[src/rtl/sync_fifo.sv]
// Synchronous FIFO with occupancy count and status flags.
// Define SYNC_FIFO_ERR_FLAGS_EN to build sticky overflow/underflow flags.
module sync_fifo #(
  parameter int DATA_WIDTH = 4,
  parameter int ADDR_WIDTH = 3,
  parameter int AFULL_LVL  = 6,
  parameter int AEMPTY_LVL = 2
) (
  input  logic                  clk,
  input  logic                  rst,
  input  logic                  wen,
  input  logic [DATA_WIDTH-1:0] wdata,
  input  logic                  ren,
  output logic [DATA_WIDTH-1:0] rdata,
  output logic                  rvalid,
  output logic                  full,
  output logic                  empty,
  output logic                  almost_full,
  output logic                  almost_empty,
  output logic [ADDR_WIDTH:0]   count,
  output logic                  overflow,
  output logic                  underflow
);

  localparam int DEPTH = 2 ** ADDR_WIDTH;
  localparam logic [ADDR_WIDTH:0] DEPTH_C =
    (ADDR_WIDTH+1)'(DEPTH);
  localparam logic [ADDR_WIDTH:0] AFULL_C =
    (ADDR_WIDTH+1)'(AFULL_LVL);
  localparam logic [ADDR_WIDTH:0] AEMPTY_C =
    (ADDR_WIDTH+1)'(AEMPTY_LVL);

  logic [DATA_WIDTH-1:0] mem_q [DEPTH];
  logic [DATA_WIDTH-1:0] mem_d [DEPTH];
  logic [ADDR_WIDTH-1:0] wptr_q, wptr_d;
  logic [ADDR_WIDTH-1:0] rptr_q, rptr_d;
  logic [ADDR_WIDTH:0]   count_q, count_d;
  logic [DATA_WIDTH-1:0] rdata_q, rdata_d;
  logic                  rvalid_q, rvalid_d;
  logic                  wr_acc, rd_acc;

  assign full         = (count_q == DEPTH_C);
  assign empty        = (count_q == '0);
  assign almost_full  = (count_q >= AFULL_C);
  assign almost_empty = (count_q <= AEMPTY_C);
  assign count        = count_q;
  assign rdata        = rdata_q;
  assign rvalid       = rvalid_q;

  // A read frees a slot, so a full FIFO still takes a same-cycle write.
  assign rd_acc = ren && !empty;
  assign wr_acc = wen && (!full || rd_acc);

  always_comb begin
    mem_d    = mem_q;
    wptr_d   = wptr_q;
    rptr_d   = rptr_q;
    count_d  = count_q;
    rdata_d  = rdata_q;
    rvalid_d = 1'b0;
    if (wr_acc) begin
      mem_d[wptr_q] = wdata;
      wptr_d        = wptr_q + 1'b1;
    end
    if (rd_acc) begin
      rdata_d  = mem_q[rptr_q];
      rptr_d   = rptr_q + 1'b1;
      rvalid_d = 1'b1;
    end
    case ({wr_acc, rd_acc})
      2'b10:   count_d = count_q + 1'b1;
      2'b01:   count_d = count_q - 1'b1;
      default: count_d = count_q;
    endcase
  end

  always_ff @(posedge clk) begin
    if (rst) begin
      for (int i = 0; i < DEPTH; i++) mem_q[i] <= '0;
      wptr_q   <= '0;
      rptr_q   <= '0;
      count_q  <= '0;
      rdata_q  <= '0;
      rvalid_q <= 1'b0;
    end else begin
      mem_q    <= mem_d;
      wptr_q   <= wptr_d;
      rptr_q   <= rptr_d;
      count_q  <= count_d;
      rdata_q  <= rdata_d;
      rvalid_q <= rvalid_d;
    end
  end

`ifdef SYNC_FIFO_ERR_FLAGS_EN
  logic ovf_q, ovf_d;
  logic udf_q, udf_d;

  always_comb begin
    ovf_d = ovf_q || (wen && !wr_acc);
    udf_d = udf_q || (ren && !rd_acc);
  end

  always_ff @(posedge clk) begin
    if (rst) begin
      ovf_q <= 1'b0;
      udf_q <= 1'b0;
    end else begin
      ovf_q <= ovf_d;
      udf_q <= udf_d;
    end
  end

  assign overflow  = ovf_q;
  assign underflow = udf_q;
`else
  assign overflow  = 1'b0;
  assign underflow = 1'b0;
`endif

endmodule

[config.mk]
export PLATFORM = sky130hd
export DESIGN_NAME = sync_fifo
export DESIGN_NICKNAME = d
export VERILOG_FILES = /design/src/rtl/sync_fifo.sv
export SDC_FILE = /design/constraint.sdc
export NUM_CORES = 1
export LEC_CHECK = 0
export BUFFER_PORTS_ARGS = -buffer_cell sky130_fd_sc_hd__buf_2
export CAP_MARGIN = 5
export CORE_AREA = 2 2 79 66
export DETAILED_ROUTE_END_ITERATION = 10
export DIE_AREA = 0 0 81 68
export PLACE_DENSITY_LB_ADDON = 0.08
export SLEW_MARGIN = 40
export SYNTH_ARGS = -nofsm -noshare
export SYNTH_HDL_FRONTEND = slang
export SYNTH_SLANG_ARGS = --single-unit
[constraint.sdc]
create_clock -name clk -period 2.5 [get_ports clk]
set_clock_uncertainty 0.05 [all_clocks]
set_input_delay 0.125 -clock clk [delete_from_list [all_inputs] [get_ports clk]]
set_output_delay 0.125 -clock clk [all_outputs]
set_load 0.005 [all_outputs]
==> impl_metrics.py <==
metrics = {
    "outcome": {
        "outcome": "finished clean",
    },
    "logic_synthesis": {
        "syn_area_mm2": 0.002253,
        "netlist_instances": 210,
        "synth_cell_type_count": 38,
        "yosysWarnings": 0,
        "syn_avg_cell_area_um2": 10.73,
        "synth.ff_latch_count": 47,
        "ys_seq_area_frac": 0.4175,
    },
    "finish": {
        "fin_util": 0.5451,
        "mostFrequentLayoutCell": "nor2_1",
        "finalNonFillerCells": 293,
        "fillers": 442,
        "antenna_cells": 0,
        "stdcell_area_mm2": 0.002604,
        "mostFrequentLayoutCells": "nor2_1, dfxtp_1, mux2i_1",
        "syn_to_final_growth_pct": 15.55,
        "multiInputGateArea_mm2": 0.001266,
        "final_layout_size_suffix_gt1_frac": 0.2641,
        "num-nets-final": 244,
        "regArea_um2": 947.2,
    },
    "floorplanning": {
        "design.die.area_mm2": 0.005508,
        "start_util": 0.4717,
        "coreArea_mm2": 0.004777,
        "rows": 23,
        "dieWidth_um": 81,
        "io_pins": 23,
        "die_y_um": 68,
    },
    "placement": {
        "place_congestion": 0.7141,
        "io_buffers": 20,
        "place_ws_ns": 0.02607,
        "dp_cells": 283,
        "dp_hpwl_um": 3175,
        "place_area_mm2": 0.002451,
    },
    "global_route": {
        "grtUsageTotal": 0.1801,
        "grt_overflow": 0,
        "grt_pass1_wl_um": 7334,
        "grt-busiest-layer": "met2",
        "use_met1": 0.2533,
        "grt_max_degree": 48,
        "met3_usage": 0.03958,
        "grt_pass1_vias": 1452,
        "antenna_found_initial": 0,
        "use_met2": 0.2738,
    },
    "power_and_ir_drop": {
        "ir_worst_vdd_mv": 0.4172,
        "leakage_nw": 1.199,
        "power_per_cell_area_mw_per_mm2": 867.7,
        "p_total_mw": 2.259,
    },
    "sta": {
        "final_hold_viol_count": 0,
        "period_share": 0.9608,
        "period_minus_slack_ns": 2.402,
        "fmax_mhz": 416.3,
        "tightest_slew_ns": 0.6321,
        "drv_slew": 0,
        "setup_violations": 0,
        "hold_slack_ns": 0.1261,
        "rsz0062_at_grt": "no",
        "slew_headroom": 0.5780,
        "setup_ws_ns": 0.09802,
        "final.setup.tns_ns": 0,
    },
    "hold_path": {
        "hold-path-cell-count": 3,
        "hold_class": "in2reg",
    },
    "worst_setup_path": {
        "path_buf_inv": 0,
        "slowest_stage": "or4b_4",
        "cp-end-kind": "flip-flop",
        "cp.depth": 8,
        "path_max_fanout": 5,
        "rr_worst_depth": 8,
        "rrSetupSlack_ns": 0.1,
        "start_kind": "flip-flop",
        "path_delay_family": "simple AND/OR/NAND/NOR gates",
        "worstPathRequired_ns": 2.67,
        "critPathKind": "reg2reg",
        "arrival_ns": 2.57,
        "critical_path.cell_chain": "or4b_4, o21ai_4, ha_4, ha_1, a21oi_2, and3_1, or4_1, a21oi_1",
        "max_stage_delay_ns": 0.56,
    },
    "clock_network": {
        "cts_sinks": 47,
        "cts_buffers": 5,
        "cts_tree": "yes",
        "clk_pin_slew_ns": 0.09,
        "clock_latency_ns": 0.30,
        "cts-root-buf": "clkbuf_8",
        "cts.htree.levels": 2,
        "cts_buffer_depth": 2,
    },
    "route": {
        "routed_via_density": 5.375,
        "dr.pass1.iters": 4,
        "ant_nets": 0,
        "wirelength_um": 4405,
        "post_drt_wl_per_cell_um": 15.03,
        "vias": 1575,
        "drc_errors": 0,
        "drt-initial-drc-count": 77,
    },
    "flow_run": {
        "drv_cap": 0,
    },
}
## sequential cells by signal, indices dropped and copies added (netlist names)
| register | flops |
|---|---|
| rptr_q | 3 |
| count | 4 |
| rvalid | 1 |
| rdata | 4 |
| mem_q | 32 |
| wptr_q | 3 |
## metal layers
layer	wire length [um]	vias to the layer above
li1	-	775
met1	2255	758
met2	1932	37
met3	178	5
met4	39	0
met5	0	-
## kinds of logic after synthesis
family | synth area share
buf+inv | 0.04053
simple gates | 0.1277
xor+xnor | 0.02332
flops | 0.4175
compound gates | 0.1216
mux | 0.2310
other cells | 0.001664
fa+ha+maj | 0.03665
## repair_timing
| action | CTS | global route |
|---|---|---|
| endpoints found under the setup margin | 0 | 1 |
| buffers inserted | 0 | 2 |
| hold buffers | 0 | 0 |
| resized for setup | 0 | 0 |
## power by group
group / leakage [nW] / internal, mW / switching, mW
Combinational: 0.747 / 0.333 / 0.346
Sequential: 0.383 / 0.837 / 0.0944
Clock: 0.0687 / 0.399 / 0.249
Total: 1.20 / 1.57 / 0.690
## Yosys cell counts
master,n,area (um2)
mux4_2,8,180.2
buf_4,2,15.01
fa_1,1,20.02
nand3_1,1,5.000
and3_1,1,6.260
buf_2,1,5.000
o2111ai_4,3,78.83
nor2b_1,3,18.77
a21o_1,1,7.510
o31ai_1,1,7.510
ha_1,5,62.56
buf_1,1,3.750
o21ai_4,1,16.27
or4b_4,1,13.76
nor4_1,1,6.260
nand2b_1,1,6.260
o21ai_2,1,8.760
xnor2_1,1,8.760
nor3_1,4,20.02
xor2_1,5,43.79
dfxtp_1,47,940.9
o211ai_4,3,63.81
mux2i_1,34,340.3
o2111ai_2,1,15.01
a211oi_1,1,7.510
o211ai_1,1,7.510
and4_1,1,8.760
a21oi_1,5,25.02
clkbuf_1,11,41.29
or4_1,1,7.510
and2b_1,1,7.510
buf_6,1,11.26
nor2_1,48,180.2
o22ai_1,4,25.02
nand2_1,2,7.510
conb_1,1,3.750
inv_1,4,15.01
o41a_1,1,11.26
## worst paths after layout
kind,from,endpoint
max,count[2],count[3]
min reg2reg,rdata[0],rdata[0]
min,wdata[0],mem_q[12]
max reg2reg,count[2],count[3]
## area by class of cell
cell class | instances | share of cell area
timing repair buffer | 28 | 0.06247
clock buffer | 5 | 0.02643
inverter | 4 | 0.005766
tap | 62 | 0.02979
clock inverter | 3 | 0.02547
multi-input combinational | 144 | 0.4863
sequential | 47 | 0.3638
## tightest hold or removal path, stage by stage
cell	delay [ns]
buf_2	0.16
mux2i_1	0.08
nor2_1	0.08
Power figures use the tool's default switching activity.
